===== config.mk =====
export PLATFORM = sky130hd
export DESIGN_NAME = cdc_hs_tx_sched
export DESIGN_NICKNAME = d
export VERILOG_FILES = /design/src/rtl/cdc_hs_pkg.sv /design/src/rtl/cdc_hs_tx_sched_rr_arb.sv /design/src/rtl/cdc_hs_tx_sched.sv
export SDC_FILE = /design/constraint.sdc
export NUM_CORES = 1
export LEC_CHECK = 0
export ABC_AREA = 1
export CORE_MARGIN = 2
export CORE_UTILIZATION = 36
export CTS_CLUSTER_SIZE = 28
export DETAILED_ROUTE_END_ITERATION = 8
export HOLD_SLACK_MARGIN = 0.02
export PLACE_DENSITY_LB_ADDON = 0.08
export SLEW_MARGIN = 25
export SYNTH_ARGS = -nofsm -noshare
export SYNTH_HDL_FRONTEND = slang
export SYNTH_HIERARCHICAL = 1
export SYNTH_SLANG_ARGS = --single-unit

===== constraint.sdc =====
create_clock -name clk -period 1.7 [get_ports clk]
set_input_delay 0.17 -clock clk [delete_from_list [all_inputs] [get_ports clk]]
set_output_delay 0.17 -clock clk [all_outputs]
set_load 0.05 [all_outputs]

===== src/rtl/cdc_hs_pkg.sv =====
// cdc_hs_pkg: shared FSM state type, defaults and id-width helper for the 4-phase req/ack source scheduler.
package cdc_hs_pkg;
  typedef enum logic [1:0] {IDLE, SETUP, REQ, DROP} state_t;
  localparam int DEF_SETUP_CYC = 2;
  localparam int DEF_TMO_CYC   = 1024;
  function automatic int id_w(input int n);
    return (n <= 2) ? 1 : $clog2(n);
  endfunction
endpackage


===== src/rtl/cdc_hs_tx_sched_rr_arb.sv =====
// cdc_hs_rr_arb: combinational round-robin winner; the pointer advances past the winner on accept.
module cdc_hs_rr_arb
  import cdc_hs_pkg::*;
#(
  parameter int NREQ = 4,
  parameter int IW   = id_w(NREQ)
) (
  input  logic            clk,
  input  logic            rst_n,
  input  logic [NREQ-1:0] i_valid,
  input  logic            i_accept,
  output logic [NREQ-1:0] o_grant,
  output logic [IW-1:0]   o_gid
);
  logic [IW-1:0] r_ptr;
  logic [IW-1:0] w_gid;
  always_comb begin
    w_gid = '0;
    for (int k = NREQ - 1; k >= 0; k--)
      if (i_valid[(int'(r_ptr) + k) % NREQ]) w_gid = IW'((int'(r_ptr) + k) % NREQ);
  end
  assign o_gid   = w_gid;
  assign o_grant = (i_valid != '0) ? (NREQ'(1) << w_gid) : '0;
  always_ff @(posedge clk or negedge rst_n)
    if (!rst_n) r_ptr <= '0;
    else if (i_accept) r_ptr <= (int'(w_gid) == NREQ - 1) ? '0 : w_gid + 1'b1;
endmodule


===== src/rtl/cdc_hs_tx_sched.sv =====
// cdc_hs_tx_sched: round-robin source scheduler for a 4-phase req/ack CDC channel.
// Optional handshake timeout enabled by defining CDC_HS_TIMEOUT_EN.
module cdc_hs_tx_sched
  import cdc_hs_pkg::*;
#(
  parameter int NREQ      = 4,
  parameter int WIDTH     = 32,
  parameter int SETUP_CYC = DEF_SETUP_CYC,
  parameter int TMO_CYC   = DEF_TMO_CYC,
  localparam int IW       = id_w(NREQ)
) (
  input  logic                  clk,
  input  logic                  rst_n,
  input  logic [NREQ-1:0]       req_valid,
  input  logic [NREQ*WIDTH-1:0] req_data,
  output logic [NREQ-1:0]       req_ready,
  output logic                  hs_req,
  input  logic                  hs_ack,
  output logic [WIDTH-1:0]      hs_data,
  output logic [IW-1:0]         hs_id,
  output logic                  busy,
  output logic                  timeout_err
);
  state_t           r_state;
  logic [3:0]       r_setup;
  logic [WIDTH-1:0] r_data;
  logic [IW-1:0]    r_id;
  logic             r_hs_req;
  logic             w_accept;
  logic             w_tmo_hit;
  logic [NREQ-1:0]  w_grant;
  logic [IW-1:0]    w_gid;

  // A stale ack still high in IDLE must fall before a new handshake may start.
  assign w_accept  = (r_state == IDLE) && !hs_ack && (req_valid != '0);
  assign req_ready = w_accept ? w_grant : '0;
  assign hs_req    = r_hs_req;
  assign hs_data   = r_data;
  assign hs_id     = r_id;
  assign busy      = (r_state != IDLE);

  cdc_hs_rr_arb #(.NREQ(NREQ), .IW(IW)) u_arb (
    .clk      (clk),
    .rst_n    (rst_n),
    .i_valid  (req_valid),
    .i_accept (w_accept),
    .o_grant  (w_grant),
    .o_gid    (w_gid)
  );

`ifdef CDC_HS_TIMEOUT_EN
  localparam int TW = $clog2(TMO_CYC + 1);
  logic [TW-1:0] r_tmo;
  logic          r_tmo_err;
  logic          w_wait;
  assign w_wait      = (r_state == REQ && !hs_ack) || (r_state == DROP && hs_ack);
  assign w_tmo_hit   = w_wait && (r_tmo == TW'(TMO_CYC - 1));
  assign timeout_err = r_tmo_err;
  // Counting only while a phase is stalled makes every phase entry start from zero.
  always_ff @(posedge clk or negedge rst_n)
    if (!rst_n) begin
      r_tmo     <= '0;
      r_tmo_err <= 1'b0;
    end else begin
      r_tmo     <= (w_wait && !w_tmo_hit) ? r_tmo + 1'b1 : '0;
      r_tmo_err <= r_tmo_err | w_tmo_hit;
    end
`else
  assign w_tmo_hit   = 1'b0;
  assign timeout_err = 1'b0;
`endif

  always_ff @(posedge clk or negedge rst_n)
    if (!rst_n) begin
      r_state  <= IDLE;
      r_setup  <= '0;
      r_data   <= '0;
      r_id     <= '0;
      r_hs_req <= 1'b0;
    end else begin
      case (r_state)
        IDLE: if (w_accept) begin
          r_data   <= req_data[w_gid*WIDTH +: WIDTH];
          r_id     <= w_gid;
          r_setup  <= 4'((SETUP_CYC == 0) ? 0 : SETUP_CYC - 1);
          r_state  <= (SETUP_CYC == 0) ? REQ : SETUP;
          r_hs_req <= (SETUP_CYC == 0);
        end
        SETUP: if (r_setup == '0) begin
          r_state  <= REQ;
          r_hs_req <= 1'b1;
        end else r_setup <= r_setup - 1'b1;
        REQ: if (hs_ack || w_tmo_hit) begin
          r_state  <= DROP;
          r_hs_req <= 1'b0;
        end
        DROP: if (!hs_ack || w_tmo_hit) r_state <= IDLE;
        default: r_state <= IDLE;
      endcase
    end
endmodule


## Word level (Yosys, flattened, before mapping)

Index checks and enable logic that the tools add are counted.

| word-level totals | value |
|---|---|
| register bits after elaboration | 43 |
| input port bits | 135 |
| output and inout bits | 41 |
| logic and storage cells | 75 |

| operators by class | value |
|---|---|
| add/sub/neg operators | 5 |
| $lt $le $gt $ge | 4 |
| eq/ne operators | 9 |
| shift-type cells | 2 |
| mux-type cells | 30 |
| bitwise logic cells | 3 |
| reduce and logical (&&, ||, !) cells | 16 |

Operators with widths:

| kind | number |
|---|---|
| $shiftx A128 B8 Y32 | 1 |
| $mux W2 | 9 |
| $mux W4 | 4 |
| $lt A3 B4 Y1 const B | 3 |
| $mux W1 | 10 |
| $ne A2 B2 Y1 const B | 5 |
| $bmux W1 S2 | 4 |
| $pmux W2 S4 | 1 |
| $pmux W4 S2 | 1 |
| $reduce_and A4 Y1 | 2 |
| $reduce_or A2 Y1 | 3 |
| $add A2 B1 Y2 const B | 2 |
| $add A2 B2 Y2 const B | 2 |
| $eq A2 B1 Y1 const B | 2 |
| $eq A2 B2 Y1 const B | 2 |
| $logic_not A4 Y1 | 1 |
| $reduce_bool A2 Y1 | 2 |
| $reduce_bool A4 Y1 | 1 |
| $shl A1 B2 Y4 const A | 1 |
| $sub A4 B1 Y4 const B | 1 |
| $and A1 B1 Y1 const A | 3 |
| $lt A2 B3 Y1 const B | 1 |
| $pmux W1 S3 | 1 |
| $reduce_and A3 Y1 | 1 |
| 5 further kinds | 6 |

## Logic depth before layout (Yosys ltp)

| depth | value |
|---|---|
| depth after elaboration | 13 |
| gate-level depth with buffers | 18 |
| gate-level depth less buffers | 15 |

## Hierarchy

The synthesis kept the hierarchy.

By module, submodules not included:

| module | instances | cells an instance | area each (sq um) | sequential area each (sq um) |
|---|---|---|---|---|
| cdc_hs_tx_sched | 1 | 459 | 2942.8 | 1026.0 |
| cdc_hs_rr_arb | 1 | 64 | 357.8 | 50.0 |

## Worst setup path after synthesis

OpenSTA, ideal clock, no wires.

| timing path | value |
|---|---|
| path kind | flip-flop to output port |
| start | register u_arb.r_ptr[0] |
| end | output req_ready[0] |
| arrival | 2.100 ns |
| data required time | 1.530 ns |
| setup slack | -0.570 ns |
| cell stages (with the launch flop) | 15 |
| path buffers | 1 |
| path through | dfrtp_1 buf_6 inv_2 nand3_1 and2_4 nand3_2 nand2_1 nand2_1 nand2_1 inv_1 ha_1 inv_1 nor2_1 inv_1 nor2_1 |

| on the way | value |
|---|---|
| cells in the longest elaborated chain, start to end | 11 |
| elaborated cells between the ends (all ways) | 21 |
| those cells by class | 3 x add/sub; 1 x shift; 17 x mux |

RTL lines:

| what | RTL line | text |
|---|---|---|
| start: declaration | cdc_hs_tx_sched_rr_arb.sv:15 | `logic [IW-1:0] r_ptr;` |
| start signal: assignment | cdc_hs_tx_sched_rr_arb.sv:26 | `else if (i_accept) r_ptr <= (int'(w_gid) == NREQ - 1) ? '0 : w_gid + 1'b1;` |
| $add A2 B2 Y2 | cdc_hs_tx_sched_rr_arb.sv:20 | `if (i_valid[(int'(r_ptr) + k) % NREQ]) w_gid = IW'((int'(r_ptr) + k) % NREQ);` |
| $bmux W1 S2 | cdc_hs_tx_sched_rr_arb.sv:20 |  |
| $mux W1 (not written as such) (2 in series) | cdc_hs_tx_sched_rr_arb.sv:20 |  |
| $mux W2 (3 in series) | cdc_hs_tx_sched_rr_arb.sv:20 |  |
| $mux W2 * | cdc_hs_tx_sched_rr_arb.sv:20 |  |
| via w_gid[0] | cdc_hs_tx_sched.sv:32 | `logic [IW-1:0] w_gid;` |
| $shl A1 B2 Y4 * | cdc_hs_tx_sched_rr_arb.sv:23 | `assign o_grant = (i_valid != '0) ? (NREQ'(1) << w_gid) : '0;` |
| $mux W4 * | cdc_hs_tx_sched_rr_arb.sv:23 |  |
| via w_grant[0] | cdc_hs_tx_sched.sv:31 | `logic [NREQ-1:0] w_grant;` |
| $mux W4 * | cdc_hs_tx_sched.sv:36 | `assign req_ready = w_accept ? w_grant : '0;` |
| end: declaration | cdc_hs_tx_sched.sv:16 | `output logic [NREQ-1:0] req_ready,` |

The timed path passes the listed nets; every way through them passes the cells marked *. The select of a mux whose other input is x is not followed.

## Worst setup path after layout

| timing path | value |
|---|---|
| start | register u_arb.r_ptr[0] |
| end | output req_ready[3] |

The elaborated chain is that of the path after synthesis.

==> impl_metrics.py <==
metrics = {
    "sta": {
        "period_minus_slack_ns": 2.325,
        "fin_worst_skew_ns": 0.008372,
        "hold_viol": 0,
        "slew-limit-headroom_pct": 62.12,
        "worst_slew_pin_slew_ns": 0.5682,
        "rsz0062_at_grt": "true",
        "timing.final.ws_setup_ns": -0.6250,
        "finalCritPeriodShare_pct": 136.8,
        "finalSetupViolations": 39,
        "fmax_mhz": 430.1,
        "maxSlewViolCount": 0,
    },
    "floorplan": {
        "dieArea_sq_um": 9950,
        "initial_utilization_pct": 37.48,
        "coreArea_sq_um": 8806,
        "fp.dieW_microns": 99.75,
        "io_pins": 176,
        "die_h_microns": 99.75,
        "rows": 34,
    },
    "worst_setup_path": {
        "endpoint": "req_ready[3]",
        "crit_type": "reg -> out",
        "crit_chain": "buf_6 -> nand3_2 -> and2_4 -> nand3_4 -> nand2_2 -> nand2_2 -> nand2_4 -> buf_6 -> ha_4 -> inv_2 -> nor2_2 -> inv_2 -> nor2_4 -> buf_12",
        "worst_path_max_delay_cell": "dfrtp_2",
        "critPathTopFamily": "simple AND/OR/NAND/NOR gates",
        "reg2reg_to": "hs_data[3]",
        "worst_r2r_path_depth": 15,
        "r2r-start": "u_arb/r_ptr[0]",
        "r2r_slack_ns": -0.55,
        "max_stage_delay_ns": 0.49,
        "worst_ep_required_time_ns": 1.53,
        "worst-path-stages": 14,
        "critPathCaptureType": "primary output",
        "critPathBufInv": 5,
        "path_max_fanout": 6,
        "crit_start": "u_arb/r_ptr[0]",
        "startpoint_type": "flop",
        "cp.arrival_ns": 2.16,
    },
    "power_and_ir_drop": {
        "vdd_drop_max_uv": 1146,
        "p_leak_nw": 2.898,
        "power_density_nw_per_um2": 2446,
    },
    "worst_hold_path": {
        "holdCritStartpoint": "hs_data[16]",
        "hold_path_class": "reg -> reg",
        "worstHoldPathCells": 2,
    },
    "placement": {
        "dpl.cell_count": 808,
        "gp_congestion": 0.8762,
        "hpwl_microns": 8556,
        "portBuffers": 174,
        "place_ws_ns": -0.5926,
    },
    "routing": {
        "top_layer_used": "met4",
        "routed-wl-met2_microns": 6196,
        "viasPerCell": 4.965,
        "routed_wl_microns": 12450,
        "met3_length_microns": 915,
        "ant_nets": 0,
        "wl_per_cell_microns": 14.91,
        "drt_first_pass_iters": 4,
        "drt-initial-drc-count": 128,
        "met1_length_microns": 5116,
        "num_vias": 4146,
        "drc_errors": 0,
    },
    "run_status": {
        "status": "complete, but fails checks",
        "failed_checks": "setup timing",
    },
    "cts": {
        "clockBufferDepth": 2,
        "cts_tree": "yes",
        "clk_pin_slew_ns": 0.08,
        "clock_latency_ns": 0.29,
        "clkSinkCount": 43,
        "h-tree-depth": 2,
        "cts_root_buffer": "clkbuf_8",
        "cts_buffers": 5,
    },
    "final_layout": {
        "area_delta_synth_final_pct": 87.68,
        "instances_no_fill": 835,
        "layout.nets": 872,
        "num_antenna_cells": 0,
        "final_common_cell": "clkdlybuf4s50_1",
        "drive_gt1_share_pct": 24.62,
        "final_cell_mix": "150 x clkdlybuf4s50_1, 149 x nand2_1, 75 x o21ai_1",
        "fillers": 714,
    },
    "synth": {
        "ys_types": 28,
        "avgSynthCellArea_sq_um": 6.311,
        "synth-seq-cells": 43,
        "ys_warn_count": 6,
        "ys_seq_area_share_pct": 32.60,
        "syn_area_sq_um": 3301,
        "synthesis.nets": 669,
        "synthCells": 523,
    },
    "global_routing": {
        "grt_first_pass_wirelength_microns": 19100,
        "grt_pass1_vias": 4015,
        "grt_overflow": 0,
        "antenna_found_initial": 0,
        "grt_use_total_pct": 23.80,
        "grt_start_max_net_pins": 44,
    },
    "job": {
        "cap_viol_max_count": 0,
    },
}
## final cells by class
| class | instances | area, sq um | area share, % |
|---|---|---|---|
| Inverter | 51 | 224.0 | 3.615 |
| Clock buffer | 5 | 68.82 | 1.111 |
| Clock inverter | 3 | 46.29 | 0.7473 |
| Multi-Input combinational cell | 401 | 2150 | 34.70 |
| Tap cell | 108 | 135.1 | 2.181 |
| Timing Repair Buffer | 224 | 2492 | 40.23 |
| Sequential cell | 43 | 1079 | 17.41 |
## worst reg2reg max path: stages, from the launching register on
cell	delay [ns]
dfrtp_2	0.49
buf_6	0.16
nand3_2	0.05
and2_4	0.16
nand3_4	0.09
nand2_2	0.08
nand2_2	0.07
nand2_4	0.10
buf_4	0.20
inv_4	0.07
buf_12	0.15
buf_12	0.13
o21ai_0	0.21
o21ai_1	0.10
nand2_1	0.07
nand2_1	0.04
## power by group
group          internal (mW)  switching (mW)
combinational           5.66            6.80
sequential              1.52           0.352
clock                  0.443           0.374
total                   7.62            7.53
## kinds of logic after synthesis
| logic type | after synthesis | share of synthesized area (%) |
|---|---|---|
| buffers and inverters | 79 | 12.43 |
| adders and majority gates | 11 | 4.170 |
| xor gates and xnor gates | 1 | 0.2654 |
| DFF | 43 | 32.60 |
| other | 1 | 0.1136 |
| AOI/OAI and AO/OA | 107 | 16.22 |
| and+or+nand+nor | 281 | 34.19 |
## synthesized netlist by cell type (all sizes together)
master / number / area share (%)
or2: 1 / 0.19
nand4: 4 / 0.76
inv: 50 / 5.8
nor4: 1 / 0.19
nand2: 165 / 19
clkbuf: 6 / 0.72
buf: 22 / 5.7
xnor2: 1 / 0.27
nand3: 14 / 2.3
a21oi: 4 / 0.61
conb: 1 / 0.11
o21ai: 103 / 16
and2: 1 / 0.27
nand3b: 1 / 0.23
nor2: 94 / 11
ha: 11 / 4.2
clkinv: 1 / 0.27
dfrtp: 43 / 33
## layer usage
| layer | up-vias | GRT usage [%] |
|---|---|---|
| met2 | 173 | 41.53 |
| met5 | - | 0 |
| met3 | 22 | 5.411 |
| met1 | 1909 | 29.72 |
| li1 | 2042 | - |
| met4 | 0 | 6.112 |
## per-stage QoR
| stage | setup TNS [ns] | util (%) | total power, mW | hold WS (ns) | cell area (sq um) |
|---|---|---|---|---|---|
| after floorplan | -1.977 | - | 8.144 | -0.1256 | 3357 |
| after global placement | -15.33 | 60.90 | 11.01 | 0.2819 | 5363 |
| after detailed placement | -18.62 | 60.90 | 11.14 | 0.2829 | 5363 |
| after CTS | -15.81 | 67.97 | 14.32 | 0.4888 | 5986 |
| after global routing | -21.29 | 70.35 | 16.28 | 0.5063 | 6195 |
| final | -17.04 | 70.35 | 15.15 | 0.4787 | 6195 |
## worst min path at each step
stage / end
2_1_floorplan: hs_data[0]
3_3_place_gp: hs_data[17]
3_5_place_dp: hs_data[17]
4_1_cts: hs_data[21]
5_1_grt: hs_data[29]
6_report: hs_data[16]
## flip-flops by register name, indices dropped and copies added, names as in the netlist
signal / count
hs_data: 32
r_setup: 4
hs_id: 2
r_state: 2
u_arb/r_ptr: 2
hs_req: 1
## what timing repair did
item | in CTS | in global routing
hold buffers | 1 | 0
setup endpoints to repair | 39 | 44
setup buffers | 9 | 5
endpoints found under the hold margin | 43 | 0
gates resized for setup | 117 | 55
pin swaps | 25 | 27
gates cloned | 6 | 1
Note: power is estimated with default switching activity, not from simulation.
